<file path="src/rtl/word_serializer.sv">
// word_serializer: LSB-first parallel-to-serial transmitter with a valid/ready intake and an idle gap between frames.
// Optional macro WORD_SERIALIZER_PARITY_EN appends one even-parity bit (XOR of the data bits) to every frame.
// Ports:
//   i_clk    clock, all state on the rising edge
//   i_rst_n  asynchronous active-low reset
//   i_word   parallel word, sampled only on the handshake
//   i_valid  word-available request
//   o_ready  block accepts a word on this edge
//   o_dout   serial data, LSB first, 0 outside a frame
//   o_frame  high while o_dout carries a frame bit
//   o_done   one-cycle pulse on the last frame bit
//   o_busy   high while shifting or in the inter-frame gap
module word_serializer #(
  parameter int LENGTH     = 32,
  parameter int GAP_CYCLES = 1
) (
  input  logic              i_clk,
  input  logic              i_rst_n,
  input  logic [LENGTH-1:0] i_word,
  input  logic              i_valid,
  output logic              o_ready,
  output logic              o_dout,
  output logic              o_frame,
  output logic              o_done,
  output logic              o_busy
);
`ifdef WORD_SERIALIZER_PARITY_EN
  localparam int FLEN = LENGTH + 1;
  logic [FLEN-1:0] word_ext;
  assign word_ext = {^i_word, i_word};
`else
  localparam int FLEN = LENGTH;
  logic [FLEN-1:0] word_ext;
  assign word_ext = i_word;
`endif
  localparam int CW = $clog2(LENGTH + 1);
  // gap counter only has to reach GAP_CYCLES-1
  localparam int GW = GAP_CYCLES > 1 ? $clog2(GAP_CYCLES) : 1;
  typedef enum logic [1:0] {IDLE, SHIFT, GAP} state_t;
  state_t          state_q;
  logic [FLEN-1:0] sh_q;
  logic [CW-1:0]   cnt_q;
  logic [GW-1:0]   gap_q;
  logic            ready_q, dout_q, frame_q, done_q, busy_q;
  always_ff @(posedge i_clk or negedge i_rst_n) begin
    if (!i_rst_n) begin
      state_q <= IDLE;
      sh_q    <= '0;
      cnt_q   <= '0;
      gap_q   <= '0;
      ready_q <= 1'b0;
      dout_q  <= 1'b0;
      frame_q <= 1'b0;
      done_q  <= 1'b0;
      busy_q  <= 1'b0;
    end else begin
      case (state_q)
        IDLE: begin
          ready_q <= 1'b1;
          if (ready_q && i_valid) begin
            // bit 0 goes straight to the output register; the rest waits in sh_q
            state_q <= SHIFT;
            sh_q    <= word_ext >> 1;
            cnt_q   <= '0;
            dout_q  <= word_ext[0];
            frame_q <= 1'b1;
            busy_q  <= 1'b1;
            ready_q <= 1'b0;
          end
        end
        SHIFT: begin
          if (cnt_q == CW'(FLEN - 1)) begin
            dout_q  <= 1'b0;
            frame_q <= 1'b0;
            done_q  <= 1'b0;
            gap_q   <= '0;
            if (GAP_CYCLES > 0) state_q <= GAP;
            else begin
              state_q <= IDLE;
              busy_q  <= 1'b0;
              ready_q <= 1'b1;
            end
          end else begin
            dout_q <= sh_q[0];
            sh_q   <= sh_q >> 1;
            cnt_q  <= cnt_q + CW'(1);
            done_q <= cnt_q == CW'(FLEN - 2);
          end
        end
        GAP: begin
          if (gap_q == GW'(GAP_CYCLES - 1)) begin
            state_q <= IDLE;
            busy_q  <= 1'b0;
            ready_q <= 1'b1;
          end else gap_q <= gap_q + GW'(1);
        end
        default: state_q <= IDLE;
      endcase
    end
  end
  assign o_ready = ready_q;
  assign o_dout  = dout_q;
  assign o_frame = frame_q;
  assign o_done  = done_q;
  assign o_busy  = busy_q;
endmodule

</file>
<file path="config.mk">
export PLATFORM = sky130hd
export DESIGN_NAME = word_serializer
export DESIGN_NICKNAME = d
export VERILOG_FILES = /design/src/rtl/word_serializer.sv
export SDC_FILE = /design/constraint.sdc
export NUM_CORES = 1
export LEC_CHECK = 0
export ABC_AREA = 0
export ABC_CLOCK_PERIOD_IN_PS = 2100
export CORE_ASPECT_RATIO = 0.7
export CORE_MARGIN = 4
export CORE_UTILIZATION = 52
export DETAILED_ROUTE_END_ITERATION = 8
export HOLD_SLACK_MARGIN = 0.08
export PLACE_DENSITY = 0.81
export SLEW_MARGIN = 5
export SYNTH_ARGS = -nofsm -noshare
export SYNTH_HDL_FRONTEND = slang
export SYNTH_SLANG_ARGS = --single-unit
</file>
<file path="constraint.sdc">
create_clock -name i_clk -period 2.1 [get_ports i_clk]
set_input_delay 0.525 -clock i_clk [delete_from_list [all_inputs] [get_ports i_clk]]
set_output_delay 0.525 -clock i_clk [all_outputs]
set_load 0.005 [all_outputs]
</file>
==> Yosys cells after proc, flatten, opt, wreduce, memory -nomap -nowiden <==
Cells that the tools add are included.
W data, S select, Z words.
{ "op_classes": {"n_addsub": 2, "n_eq_ne": 8, "n_reduce_logical": 12, "n_mux": 24} }
{ "ops": {"columns": ["operator", "n"], "rows": [
  ["$mux W32", 2],
  ["$pmux W32 S2", 1],
  ["$eq A6 B5 Y1 const B", 2],
  ["$mux W6", 2],
  ["$pmux W6 S2", 1],
  ["$reduce_and A3 Y1", 4],
  ["$pmux W1 S2", 5],
  ["$mux W1", 9],
  ["$ne A2 B2 Y1 const B", 4],
  ["$add A6 B1 Y6 const B", 1],
  ["$mux W2", 3],
  ["$pmux W2 S3", 1],
  ["$reduce_and A2 Y1", 3],
  ["$reduce_bool A2 Y1", 3],
  ["$eq A2 B1 Y1 const B", 1],
  ["$eq A2 B2 Y1 const B", 1],
  ["$logic_not A2 Y1", 1],
  ["$add A1 B1 Y1 const B", 1],
  ["$logic_and A1 B1 Y1", 1]
]} }
{ "totals": {"inputBits": 35, "reg_bits": 46, "wordCells": 55, "out_inout_bits": 5} }

==> Depth between registers and ports, before layout <==
{ "logic_depth": {"depth_word": 3, "mapped_depth": 8} }

==> Worst setup path after synthesis <==
Ideal clock, no wire load.
{ "synth_timing": {"path_type": "register to register", "from": "reg cnt_q[1]", "to": "reg cnt_q[1]", "stages_incl_launch_ff": 8, "n_path_buf": 2, "slack_ps": 302, "arrival_time_ps": 1673, "setup_time_ps": 125, "cell_sequence": "dfrtp_1 -> ha_1 -> nand3_1 -> and2_1 -> clkbuf_1 -> or2_1 -> buf_6 -> mux2_4"} }
{ "synth_via": {"elab_chain_len": 3} }
{ "synth_lines": {"columns": ["item", "line", "text"], "rows": [
  ["start, declared", "42", "logic [CW-1:0] cnt_q;"],
  ["start signal, assigned", "86", "cnt_q <= cnt_q + CW'(1);"],
  ["$add A6 B1 Y6 or $eq A6 B5 Y1 (tied branches)", "86, 72", null],
  ["$mux W6 or $ne A2 B2 Y1 (tied branches)", null, null],
  ["$pmux W6 S2 or $reduce_and A3 Y1 (tied branches)", null, null]
]} }
Parallel ways exist; a longest one is shown, timed or not. The select of a mux whose other input is x is not followed.
A chain may end at the register's enable or synchronous reset.

==> Worst setup path after layout <==
{ "layout_timing": {"from": "in i_valid", "to": "reg sh_q[15]"} }
{ "layout_via": {"elab_chain_len": 3} }
{ "layout_lines": {"columns": ["item", "line", "text"], "rows": [
  ["start, declared", "20", "input logic i_valid,"],
  ["$logic_and A1 B1 Y1", "60", "if (ready_q && i_valid) begin"],
  ["$ne A2 B2 Y1 (no source line)", null, null],
  ["$reduce_and A3 Y1 (no source line)", null, null],
  ["end signal, assigned", "63", "sh_q <= word_ext >> 1;"],
  ["end signal, assigned", "85", "sh_q <= sh_q >> 1;"],
  ["end, declared", "41", "logic [FLEN-1:0] sh_q;"]
]} }
Every way passes these cells.

==> metrics.cfg <==
[floorplanning]
start_util=0.544
die_y_um=61.9
core_um2=3970
die-area_um2=5270
row_count=19
die_x_um=85.0
io_pins=40

[critical_path]
path_delay_family=buffers and inverters
crit_path_end=sh_q[15]$_DFFE_PN0P_
critPathSlowestCell=clkdlybuf4s50_1
r2r_end=sh_q[15]$_DFFE_PN0P_
rr_worst_depth=6
cp-end-kind=flip-flop
critPathArrivalTime_ns=2.06
critical_path_class=input pin to flip-flop
critPathMaxFanout=22
slowest_delay_ns=0.44
reg2reg_slack_ns=0.36
crit_cells=6
crit_buf_inv=2
crit_required_ns=2.31
reg2reg_from=cnt_q[1]$_DFFE_PN0P_
setup.worst_path.start=i_valid
path_cells=clkdlybuf4s50_1 -> and4bb_4 -> a21o_1 -> or2_1 -> buf_12 -> a31oi_1
startpoint_type=input pin

[synthesis]
synth_top_family_by_area=simple AND/OR/NAND/NOR gates
synth-compound-area-share=0.167
muxShareOfSynthArea=0.00695
ys_seq_area_frac=0.510
yosysUniqueCellTypes=31
synth_nets=274
syn_area_um2=2160
synth-simple-area-share=0.236
syn_inst=237
ys_warn_count=0
synth_fa_ha_area_frac=0.0116
synth-xor-area-share=0.00811
syn_avg_cell_area_um2=9.12
ys_ff_latch=44

[timing]
worst_slack_ns=0.245
rsz0062_at_grt=no
fin_crit_ns=1.85
hold_violations=0
period_share=0.883
fmax_mhz=539
worst_pin_slew_ns=0.700
max_slew_margin=0.533
clock_skew_ns=0.00690
final_max_slew_viol_count=0
setup_viol=0

[power]
power.density_nw_per_um2=1700
clkPwrFrac=0.137
p_switching_uw=1930
p_sw_frac=0.418
p_leak_uw=0.00114
total_power_uw=4630
ir_drop_mv=0.757
p_int_uw=2690
pwr-share-seq=0.339
combPwrFrac=0.524

[clocking]
cts_max_level=2
clk_pin_slew_ns=0.08
insertion_delay_ns=0.30
cts_tree=yes
clock-sinks=44
clk_path_buf_depth=2
cts_hold_buf=0
cts_setup_buffers=0
cts_buffers=5
cts_resized=0
root_buffer=clkbuf_8

[global_route]
use_met2=0.342
grt_pass1_vias=1814
grt_use_met1=0.254
grt_max_degree=33
antenna_found_initial=0
grt.busiest_layer=met2
grt_first_pass_wirelength_um=8180
use_met3=0.0461
grt_overflow=0
track_usage=0.200

[routing]
drc=0
via_per_inst=5.65
wire_per_inst_um=14.5
ant_nets=0
dr.pass1.iters=4
wirelength_um=4780
vias=1858
drtIter0Drc=138

[min_path]
hp-class=input pin to asynchronous set/reset pin

[finish]
final_cell_mix=nand2_1 (64), dfrtp_1 (44), clkdlybuf4s50_1 (38)
diodes=0
layout-drive-gt1-share=0.123
syn_to_final_growth_pct=25.8
layout_commonest_cell=nand2_1
final_util=0.685
nets=313

[placement]
place_ws_ns=-0.0522
port_buffers=39
dpl.hpwl_um=3240
routabilityCongestion=0.813

[outcome]
status=finished clean

[run]
maxCapViolations=0

[worst register-to-register path: stages, from the launching register on]
cell     delay [ns]
dfrtp_1        0.43
ha_1           0.25
nand3_1        0.11
and2_1         0.18
or2_1          0.31
buf_12         0.20
a31oi_1        0.18
[stage by stage]
| stage | hold slack [ns] | setup TNS (ns) | area, um2 | cells |
|---|---|---|---|---|
| finish | 0.268 | 0 | 2720 | 329 |
| global route | 0.324 | 0 | 2720 | 329 |
| CTS | 0.288 | 0 | 2720 | 329 |
| detailed placement | 0.480 | -0.419 | 2610 | 321 |
| global placement | 0.473 | -0.122 | 2610 | 321 |
| floorplan | 0.229 | 0 | 2160 | 237 |
[power groups by stage]
stage / logic [uW] / clock network [uW] / registers (uW)
final: 2420 / 635 / 1570
after global routing: 2690 / 689 / 1620
after CTS: 2430 / 654 / 1560
after detailed placement: 2430 / 0 / 1570
after global placement: 2330 / 0 / 1560
after floorplan: 1870 / 0 / 1510
[cells by family (layout without fill, tap and decap cells)]
kind of cell / count (synthesis) / in the layout
buffers and inverters: 25 / 65
adders and majority gates: 2 / 2
xor gates and xnor gates: 2 / 2
muxes: 1 / 1
AOI/OAI and AO/OA: 49 / 49
DFF: 44 / 44
and+or+nand+nor: 114 / 114
[synthesized netlist by cell type]
library cell  count  share of area
nand2_1          64           0.11
dfrtp_1          44           0.51
nor3_1           32          0.074
a31oi_1          21          0.061
clkbuf_1         14          0.024
a31oi_2           9          0.052
o21ai_0           8          0.019
buf_6             5          0.026
inv_1             5         0.0087
nand3_1           5          0.012
nor2_1            5         0.0087
a21oi_1           3         0.0069
ha_1              2          0.012
o211ai_1          2         0.0069
o22ai_1           2         0.0058
a21o_1            1         0.0035
a32o_1            1         0.0046
and2_1            1         0.0029
and3_1            1         0.0029
and4bb_4          1         0.0075
buf_2             1         0.0023
mux2_4            1         0.0069
nand2b_1          1         0.0029
nor2b_1           1         0.0029
o21bai_1          1         0.0035
o22a_1            1         0.0041
or2_1             1         0.0029
or2b_1            1         0.0035
or4b_2            1         0.0046
xnor2_1           1         0.0041
xor2_1            1         0.0041
[routing by layer]
metal	share of wire	wire length (um)	vias up
met5	0	0	-
met4	0.019	90	0
met3	0.083	396	9
met1	0.46	2190	875
li1	-	-	900
met2	0.44	2110	74
[how the worst min path moves through the flow]
stage	startpoint	end	slack (ns)	cells after the start
floorplan	i_rst_n	cnt_q[0]$_DFFE_PN0P_	0.23	0
global placement	o_done$_DFFE_PN0P_	o_done$_DFFE_PN0P_	0.47	2
finish	i_rst_n	o_dout$_DFFE_PN0P_	0.27	1
CTS	i_rst_n	o_dout$_DFFE_PN0P_	0.29	1
global route	i_rst_n	o_frame$_DFFE_PN0P_	0.32	1
detailed placement	o_done$_DFFE_PN0P_	o_done$_DFFE_PN0P_	0.48	2
[layout make-up]
class,instances,area [um2]
fillers,338,1250
repair buffers,52,495
clock inverters,2,35.0
multi-input cells,168,930
inverters,5,18.8
well taps,52,65.1
flip-flops and latches,44,1100
clock buffers,6,72.6
[registers in the layout (all words and copies together) (netlist names)]
signal and cells:
sh_q 31, cnt_q 6, state_q 2, o_busy 1, o_done 1, o_dout 1
o_frame 1, o_ready 1
Power figures use the tool's default switching activity.
